## src/rtl/truth_table_sweeper_if.sv

```systemverilog
// truth_table_sweeper_if: host start/result handshake plus datapath drive and sense
// signals for truth_table_sweeper (slave = sweeper side, master = host/datapath side).
interface truth_table_sweeper_if;
  logic        start;
  logic        dut_c;
  logic        X;
  logic        Y;
  logic        Z;
  logic        P;
  logic        busy;
  logic        done;
  logic        pass;
  logic [15:0] truth_table;
  logic [3:0]  fail_idx;
  modport slave (input start, dut_c, output X, Y, Z, P, busy, done, pass, truth_table, fail_idx);
  modport master (output start, dut_c, input X, Y, Z, P, busy, done, pass, truth_table, fail_idx);
endinterface

```

## src/rtl/truth_table_sweeper.sv

```systemverilog
// truth_table_sweeper: drives all 16 {X,Y,Z,P} vectors, captures C into a truth table and
// compares it with EXPECTED. Define MISMATCH_HALT_EN to stop the sweep at the first mismatch.
module truth_table_sweeper #(
  parameter int          SETTLE_CYCLES = 2,
  parameter logic [15:0] EXPECTED      = 16'hF888
) (
  input logic                  clk,
  input logic                  rst_n,
  truth_table_sweeper_if.slave s
);
  typedef enum logic [2:0] {IDLE, DRIVE, SETTLE, SAMPLE, DONE} state_t;
  localparam logic [3:0] SETTLE_LD = 4'(SETTLE_CYCLES - 1);
  state_t      state_q, state_d;
  logic [3:0]  idx_q, idx_d, cnt_q, cnt_d, fail_q, fail_d;
  logic        err_q, err_d, busy_q, busy_d, done_q, done_d, pass_q, pass_d;
  logic [15:0] table_q, table_d;
  logic        mis;
  assign mis = s.dut_c != EXPECTED[idx_q];
  always_comb begin
    state_d = state_q;
    idx_d   = idx_q;
    cnt_d   = cnt_q;
    err_d   = err_q;
    busy_d  = busy_q;
    done_d  = done_q;
    pass_d  = pass_q;
    table_d = table_q;
    fail_d  = fail_q;
    case (state_q)
      IDLE, DONE: if (s.start) begin
        state_d = DRIVE;
        idx_d   = '0;
        table_d = '0;
        err_d   = 1'b0;
        fail_d  = '0;
        pass_d  = 1'b0;
        done_d  = 1'b0;
        busy_d  = 1'b1;
      end
      DRIVE: begin
        cnt_d   = SETTLE_LD;
        state_d = SETTLE;
      end
      SETTLE: begin
        state_d = cnt_q == '0 ? SAMPLE : SETTLE;
        cnt_d   = cnt_q == '0 ? cnt_q : cnt_q - 4'd1;
      end
      SAMPLE: begin
        table_d[idx_q] = s.dut_c;
        if (mis && !err_q) begin
          fail_d = idx_q;
          err_d  = 1'b1;
        end
`ifdef MISMATCH_HALT_EN
        if (mis || idx_q == 4'd15) begin
`else
        if (idx_q == 4'd15) begin
`endif
          state_d = DONE;
          busy_d  = 1'b0;
          done_d  = 1'b1;
          pass_d  = !(err_q || mis);
        end else begin
          idx_d   = idx_q + 4'd1;
          state_d = DRIVE;
        end
      end
      default: state_d = IDLE;
    endcase
  end
  always_ff @(posedge clk or negedge rst_n)
    if (!rst_n) begin
      state_q <= IDLE;
      idx_q   <= '0;
      cnt_q   <= '0;
      err_q   <= 1'b0;
      busy_q  <= 1'b0;
      done_q  <= 1'b0;
      pass_q  <= 1'b0;
      table_q <= '0;
      fail_q  <= '0;
    end else begin
      state_q <= state_d;
      idx_q   <= idx_d;
      cnt_q   <= cnt_d;
      err_q   <= err_d;
      busy_q  <= busy_d;
      done_q  <= done_d;
      pass_q  <= pass_d;
      table_q <= table_d;
      fail_q  <= fail_d;
    end
  // idx_q doubles as the registered vector drive, so {X,Y,Z,P} always equals idx
  assign {s.X, s.Y, s.Z, s.P} = idx_q;
  assign s.busy        = busy_q;
  assign s.done        = done_q;
  assign s.pass        = pass_q;
  assign s.truth_table = table_q;
  assign s.fail_idx    = fail_q;
endmodule
```

## src/flat_wrapper.sv

```systemverilog
// flat-port wrapper written by rule: the top's interface ports become plain ports
module truth_table_sweeper_flat 
#(
  parameter int          SETTLE_CYCLES = 2,
  parameter logic [15:0] EXPECTED      = 16'hF888
)
  (clk, rst_n, s_start, s_dut_c, s_X, s_Y, s_Z, s_P, s_busy, s_done, s_pass, s_truth_table, s_fail_idx);
  truth_table_sweeper_if s_i ();
  input logic clk;
  input logic rst_n;
  input wire logic [$bits(s_i.start)-1:0] s_start;
  input wire logic [$bits(s_i.dut_c)-1:0] s_dut_c;
  output wire logic [$bits(s_i.X)-1:0] s_X;
  output wire logic [$bits(s_i.Y)-1:0] s_Y;
  output wire logic [$bits(s_i.Z)-1:0] s_Z;
  output wire logic [$bits(s_i.P)-1:0] s_P;
  output wire logic [$bits(s_i.busy)-1:0] s_busy;
  output wire logic [$bits(s_i.done)-1:0] s_done;
  output wire logic [$bits(s_i.pass)-1:0] s_pass;
  output wire logic [$bits(s_i.truth_table)-1:0] s_truth_table;
  output wire logic [$bits(s_i.fail_idx)-1:0] s_fail_idx;
  assign s_i.start = s_start;
  assign s_i.dut_c = s_dut_c;
  assign s_X = s_i.X;
  assign s_Y = s_i.Y;
  assign s_Z = s_i.Z;
  assign s_P = s_i.P;
  assign s_busy = s_i.busy;
  assign s_done = s_i.done;
  assign s_pass = s_i.pass;
  assign s_truth_table = s_i.truth_table;
  assign s_fail_idx = s_i.fail_idx;
  truth_table_sweeper #(.SETTLE_CYCLES(SETTLE_CYCLES), .EXPECTED(EXPECTED)) u_core (.clk(clk), .rst_n(rst_n), .s(s_i));
endmodule
```

## config.mk

```make
export PLATFORM = sky130hd
export DESIGN_NAME = truth_table_sweeper_flat
export DESIGN_NICKNAME = d
export VERILOG_FILES = /design/src/rtl/truth_table_sweeper_if.sv /design/src/rtl/truth_table_sweeper.sv /design/src/flat_wrapper.sv
export SDC_FILE = /design/constraint.sdc
export NUM_CORES = 1
export LEC_CHECK = 0
export CAP_MARGIN = 20
export CORE_MARGIN = 2
export CORE_UTILIZATION = 47
export DETAILED_ROUTE_END_ITERATION = 10
export GPL_TIMING_DRIVEN = 0
export PLACE_DENSITY = 0.75
export SYNTH_ARGS = -nofsm -noshare
export SYNTH_HDL_FRONTEND = slang
export SYNTH_SLANG_ARGS = --single-unit
```

## constraint.sdc

```tcl
create_clock -name clk -period 1.7 [get_ports clk]
set_clock_uncertainty 0.2 [all_clocks]
set_input_delay 0.34 -clock clk [delete_from_list [all_inputs] [get_ports clk]]
set_output_delay 0.34 -clock clk [all_outputs]
set_load 0.02 [all_outputs]
```

# After elaboration in Yosys (flattened, before gate mapping)
# Memories as Yosys holds them, arrays and structs flattened.
# Cells that the tools add are included.
# word_totals
rom_bits	16
mem_count	1
register_bits	35
latch_bits	0
elab_cells	67
mem_bits_rw	0
# memory_table
memory	words	word_bits	read_ports	rd_ports_with_merged_regs	write_ports	line	text
(no name shown)	16	1	1	0	0	truth_table_sweeper.sv:18	assign mis = s.dut_c != EXPECTED[idx_q];
# op_classes
shifts	0
div	0
n_eq_ne	11
n_lt_le_gt_ge	2
n_addsub	2
n_mul	0
reduce_logical	15
mux	27
bitwise	0
# op_table
operator	count
$pmux 16 s2	1
$pmux 4 s2	3
$bwmux 16	1
$mux 16	1
$mux 4	4
$pmux 3 s4	1
$mux 1	9
$reduce_and 3->1	3
$pmux 1 s2	4
$eq 3x2->1 const B	2
$mux 3	2
$ne 2x2->1 const B	3
$lt 4x5->1 const B	1
$add 4x1->4 const B	1
$demux 1 s4	1
$eq 4x4->1 const B	1
$ge 4x1->1 const B	1
$logic_not 4->1	1
$ne 2x1->1 const B	2
$reduce_and 2->1	2
$reduce_bool 2->1	2
$sub 4x1->4 const B	1
$eq 3x1->1 const B	1
$eq 3x3->1 const B	1
6 further kinds	8

# Longest topological paths before layout
# depth
word_depth	7
mapped_depth	7
ltp_nobuf	7

# Worst setup path after synthesis
# No wires, ideal clock.
# synth_timing
path_kind	register to register
startpoint	register u_core.idx_q[0]
endpoint	register u_core.pass_q (netlist: u_core.s.pass)
stages_incl_launch_ff	6
setup_ns	0.128
arrival_ns	1.585
n_path_buf	0
slack_ns	-0.213
t_required_ns	1.372
synth_period_minus_slack_ns	1.913
cell_sequence	dfrtp_1 ha_1 or2_0 a21oi_2 nor4_1 mux2_1
# synth_via
elab_chain_len	7
elab_cells_between_ends	10
# synth_lines
element	line	text
start, declared	truth_table_sweeper.sv:14	logic [3:0] idx_q, idx_d, cnt_q, cnt_d, fail_q, fail_d;
start signal, assigned	truth_table_sweeper.sv:84	idx_q <= idx_d;
$mem_v2 16x1	--	
$mux 1 (implied by the code)	truth_table_sweeper.sv:18	
$ne 1x1->1	truth_table_sweeper.sv:18	
$logic_or 1x1->1	truth_table_sweeper.sv:62	pass_d = !(err_q || mis);
$logic_not 1->1	truth_table_sweeper.sv:62	
$mux 1	truth_table_sweeper.sv:57	if (idx_q == 4'd15) begin
$pmux 1 s2	truth_table_sweeper.sv:29	case (state_q)
end signal, assigned	truth_table_sweeper.sv:89	pass_q <= pass_d;
end, declared	truth_table_sweeper.sv:15	logic err_q, err_d, busy_q, busy_d, done_q, done_d, pass_q, pass_d;
# Parallel ways exist; a longest one is shown, timed or not. The select of a mux whose other input is x is not followed.
# A chain may end at the register's enable or synchronous reset.

# Worst setup path after layout
# layout_timing
startpoint	register u_core.idx_q[0]
endpoint	register u_core.fail_q[1] (netlist: u_core.s.fail_idx[1])
# layout_via
elab_chain_len	6
# layout_lines
element	line	text
$mem_v2 16x1	--	
$mux 1 (implied by the code)	truth_table_sweeper.sv:18	
$ne 1x1->1	truth_table_sweeper.sv:18	
$logic_and 1x1->1	truth_table_sweeper.sv:50	if (mis && !err_q) begin
$ne 2x1->1 (no line)	--	
$reduce_and 3->1 (no line)	--	
end signal, assigned	truth_table_sweeper.sv:91	fail_q <= fail_d;
end, declared	truth_table_sweeper.sv:14	
# No other way between the ends. The select of a mux whose other input is x is not followed.

==> impl_metrics.csv <==
group,metric,value,unit
status,status,"complete, but fails checks",
status,violations,"setup timing",
logic_synthesis,number_of_synthesized_flops_with_an_enable_pin,0,
logic_synthesis,synthArstFlopShare,1.00,
detailed_routing,drtPass1Iterations,4,
cells_and_area,antennaDiodeCount,0,
place,io_buffer_count,30,
logic_synthesis,syn-mean-instance-area,10.5,um2
power_and_ir_drop,total_power,3.53,mW
timing,final_hold_viol_count,0,
global_routing,vias_in_the_first_global_route,1397,
timing,final.hold.worst_slack,0.278,ns
global_routing,grt_usage,0.205,
logic_synthesis,synth_seq_cells,35,
die,row_count,22,
clock_network,cts_root_buffer,"sky130_fd_sc_hd__clkbuf_8",
critical_path,worst_setup_path_endpoint,"u_core.s.fail_idx[1]$_DFFE_PN0P_",
critical_path,cp_data_required_time,1.69,ns
detailed_routing,antenna_violating_nets_post_route,0,
global_routing,globalRoute.totalOverflow,0,
die,initial_utilization,0.488,
timing,worst_slack,-0.149,ns
logic_synthesis,synthDistinctLibCells,35,
clock_network,largest_buffer_count_on_any_clock_path,2,
global_routing,grt_antenna_before_repair,0,
die,floorplan.die.height,65.4,um
global_routing,wire_length_of_the_first_global_routing_pass,6640,um
timing,finalMaxSlewViolations,0,
critical_path,worst-setup-path-type,"reg -> reg",
logic_synthesis,netlist_area,1770,um2
die,design.portCount,31,
critical_path,worst_r2r_endpoint,"u_core.s.fail_idx[1]$_DFFE_PN0P_",
detailed_routing,drtIter0Drc,29,
timing,grt_setup_unrepaired,"true",
critical_path,timing.rr.start,"u_core.idx_q[0]$_DFFE_PN0P_",
power_and_ir_drop,power_density,1500,nW/um2
logic_synthesis,syn-instance-count,168,
timing,timing.fmax,541,MHz
critical_path,critPathArrivalTime,1.84,ns
critical_path,worst_setup_path_startpoint,"u_core.idx_q[0]$_DFFE_PN0P_",
die,horizontal_die_dimension,65.4,um
timing,period_minus_slack,1.85,ns
hold_path,min-delay-start,"u_core.s.done$_DFFE_PN0P_",
die,overall_die_area,4280,um2
cells_and_area,fillerInstances,312,
hold_path,path_type_of_the_worst_min_delay_path,"reg -> reg",
clock_network,clock-sinks,35,
critical_path,r2r_setup_slack,-0.15,ns
timing,worst_slew_pin_slew,0.772,ns
clock_network,clkTransAtPathRegs,0.07,ns
clock_network,clock_tree_from_tritoncts,"yes",
logic_synthesis,count_of_synthesis_stage_warnings_from_yosys,0,
detailed_routing,drcViolationCount,0,
critical_path,worstRegToRegCells,7,
place,dp.final_hpwl,2610,um
clock_network,number_of_buffers_created_by_cts,5,
critical_path,critPathMaxFanout,5,
power_and_ir_drop,power_leakage,1.28,nW
cells_and_area,drive_gt1_frac,0.243,
cells_and_area,area_delta_synth_final,33.0,%
clock_network,htreeDepth,2,
global_routing,grt_max_degree,36,
detailed_routing,wire_per_inst,14.9,um
detailed_routing,drt-total-wl,3900,um
critical_path,critPathLaunchType,"flop",
cells_and_area,fin_nets,224,
run,timing.max_cap.violations,0,
detailed_routing,drt-vias-per-instance,5.09,
logic_synthesis,seq_area_frac_synth,0.494,
logic_synthesis,synth_ff_type,"sky130_fd_sc_hd__dfrtp_1",
timing,final_min_period_over_clock_period,1.09,
die,placeableCoreArea,3630,um2
detailed_routing,num_vias,1334,
clock_network,worstSkewPairLatency,0.28,ns
logic_synthesis,syn_nets,179,
timing,timing.max_slew.rel_slack,0.485,
place,finalWeightedCongestion,0.744,
power_and_ir_drop,power.ir.vdd_worst,0.966,mV
critical_path,category_of_the_worst_setup_path_capture_point,"flop",
timing,report.final.setup_viol,5,
## area by class of cell
| cell class | count | area (um2) | area share |
|---|---|---|---|
| Buffer | 6 | 36.3 | 0.0154 |
| Clock buffer | 6 | 82.6 | 0.0351 |
| Clock inverter | 2 | 35.0 | 0.0149 |
| Inverter | 8 | 35.0 | 0.0149 |
| Multi-Input combinational cell | 119 | 907 | 0.385 |
| Sequential cell | 35 | 880 | 0.373 |
| Tap cell | 48 | 60.1 | 0.0255 |
| Timing Repair Buffer | 38 | 320 | 0.136 |
## power by group
| part | internal [mW] | switching (mW) | leakage [nW] | total, mW |
|---|---|---|---|---|
| clock network | 0.474 | 0.301 | 0.0612 | 0.775 |
| registers | 1.04 | 0.154 | 0.461 | 1.20 |
| logic | 0.659 | 0.898 | 0.753 | 1.56 |
## state kept, by name (all words and copies together), names as in the netlist
signal and count:
u_core.s.truth_table 16, u_core.err_q 1, u_core.s.done 1, u_core.cnt_q 4, u_core.s.pass 1, u_core.s.busy 1, u_core.s.fail_idx 4, u_core.idx_q 4
u_core.state_q 3
## per-layer routing
| layer | part of all wire | track usage | vias up |
|---|---|---|---|
| li1 | - | - | 653 |
| met1 | 0.42 | 0.238 | 650 |
| met2 | 0.53 | 0.371 | 25 |
| met3 | 0.038 | 0.0497 | 6 |
| met4 | 0.013 | 0.0625 | 0 |
| met5 | 0 | 0 | - |
## cell usage after synthesis (2+ instances only)
cell                      count  area [um2]
sky130_fd_sc_hd__xnor2_1      2        17.5
sky130_fd_sc_hd__nor3b_2      2        25.0
sky130_fd_sc_hd__o31ai_1      2        15.0
sky130_fd_sc_hd__buf_4        3        22.5
sky130_fd_sc_hd__nand3_1      6        30.0
sky130_fd_sc_hd__nor2_1       7        26.3
sky130_fd_sc_hd__o21ai_0      4        20.0
sky130_fd_sc_hd__dfrtp_1     35         876
sky130_fd_sc_hd__buf_2        2        10.0
sky130_fd_sc_hd__inv_1        7        26.3
sky130_fd_sc_hd__nand2_1     44         165
sky130_fd_sc_hd__nor3_2       4        40.0
sky130_fd_sc_hd__ha_1         7        87.6
sky130_fd_sc_hd__mux2i_1     22         220
## worst min-delay path by stage
stage                                           endpoint  slack [ns]  cells past startpoint
floorplan                    u_core.cnt_q[0]$_DFFE_PN0P_       -0.16                      0
global placement               u_core.s.done$_DFFE_PN0P_        0.27                      1
detailed placement  u_core.s.truth_table[10]$_DFFE_PN0P_        0.26                      1
CTS                            u_core.s.done$_DFFE_PN0P_        0.28                      1
global route                   u_core.s.done$_DFFE_PN0P_        0.33                      1
finish                         u_core.s.done$_DFFE_PN0P_        0.28                      1
## placed cells by master (no fill, tap or decap), drive strengths merged
cell,n
nand2,44
dfrtp,35
dlygate4sd2,24
mux2i,22
buf,15
nor2,8
inv,8
nand3,7
clkbuf,7
ha,7
o21ai,5
nor3,5
nor3b,3
o31ai,2
xnor2,2
clkdlybuf4s50,2
mux2,2
or2,1
a21oi,1
and3,1
nand3b,1
and4bb,1
or3b,1
nand2b,1
a21o,1
nor4,1
nor2b,1
o22ai,1
or4b,1
clkinv,1
bufinv,1
dlygate4sd3,1
dlymetal6s2s,1
## cells by family after synthesis
logic type,Yosys count,synth area share
buf+inv,14,0.0374
xor+xnor,2,0.00989
mux,24,0.137
fa+ha+maj,7,0.0494
simple gates,76,0.230
compound gates,10,0.0417
flops,35,0.494
## timing repair
item                                   4_1_cts  5_1_grt
gates cloned                                 0        0
hold buffers                                 1        0
pin swaps                                    7        6
endpoints found under the hold margin       35        0
gates resized for setup                     41        8
setup buffers                                6        1
setup endpoints to repair                   37       15
## worst max-delay path: stages, from the launching register on
cell	delay, ns
sky130_fd_sc_hd__dfrtp_2	0.45
sky130_fd_sc_hd__ha_4	0.18
sky130_fd_sc_hd__inv_4	0.05
sky130_fd_sc_hd__ha_4	0.11
sky130_fd_sc_hd__nand2_2	0.06
sky130_fd_sc_hd__and3_4	0.19
sky130_fd_sc_hd__o21ai_4	0.23
sky130_fd_sc_hd__mux2i_1	0.27
## metrics by stage
stage,area [um2],worst slack [ns],util,instances,setup TNS [ns]
after floorplan,1800,-0.0784,-,168,-0.305
after CTS,2330,-0.158,0.641,261,-0.709
after global placement,2160,-0.724,0.594,246,-23.59
final,2360,-0.149,0.648,262,-0.388
after global routing,2360,-0.190,0.648,262,-0.711
after detailed placement,2150,-0.293,0.593,246,-2.99
Note: power is estimated with default switching activity, not from simulation.
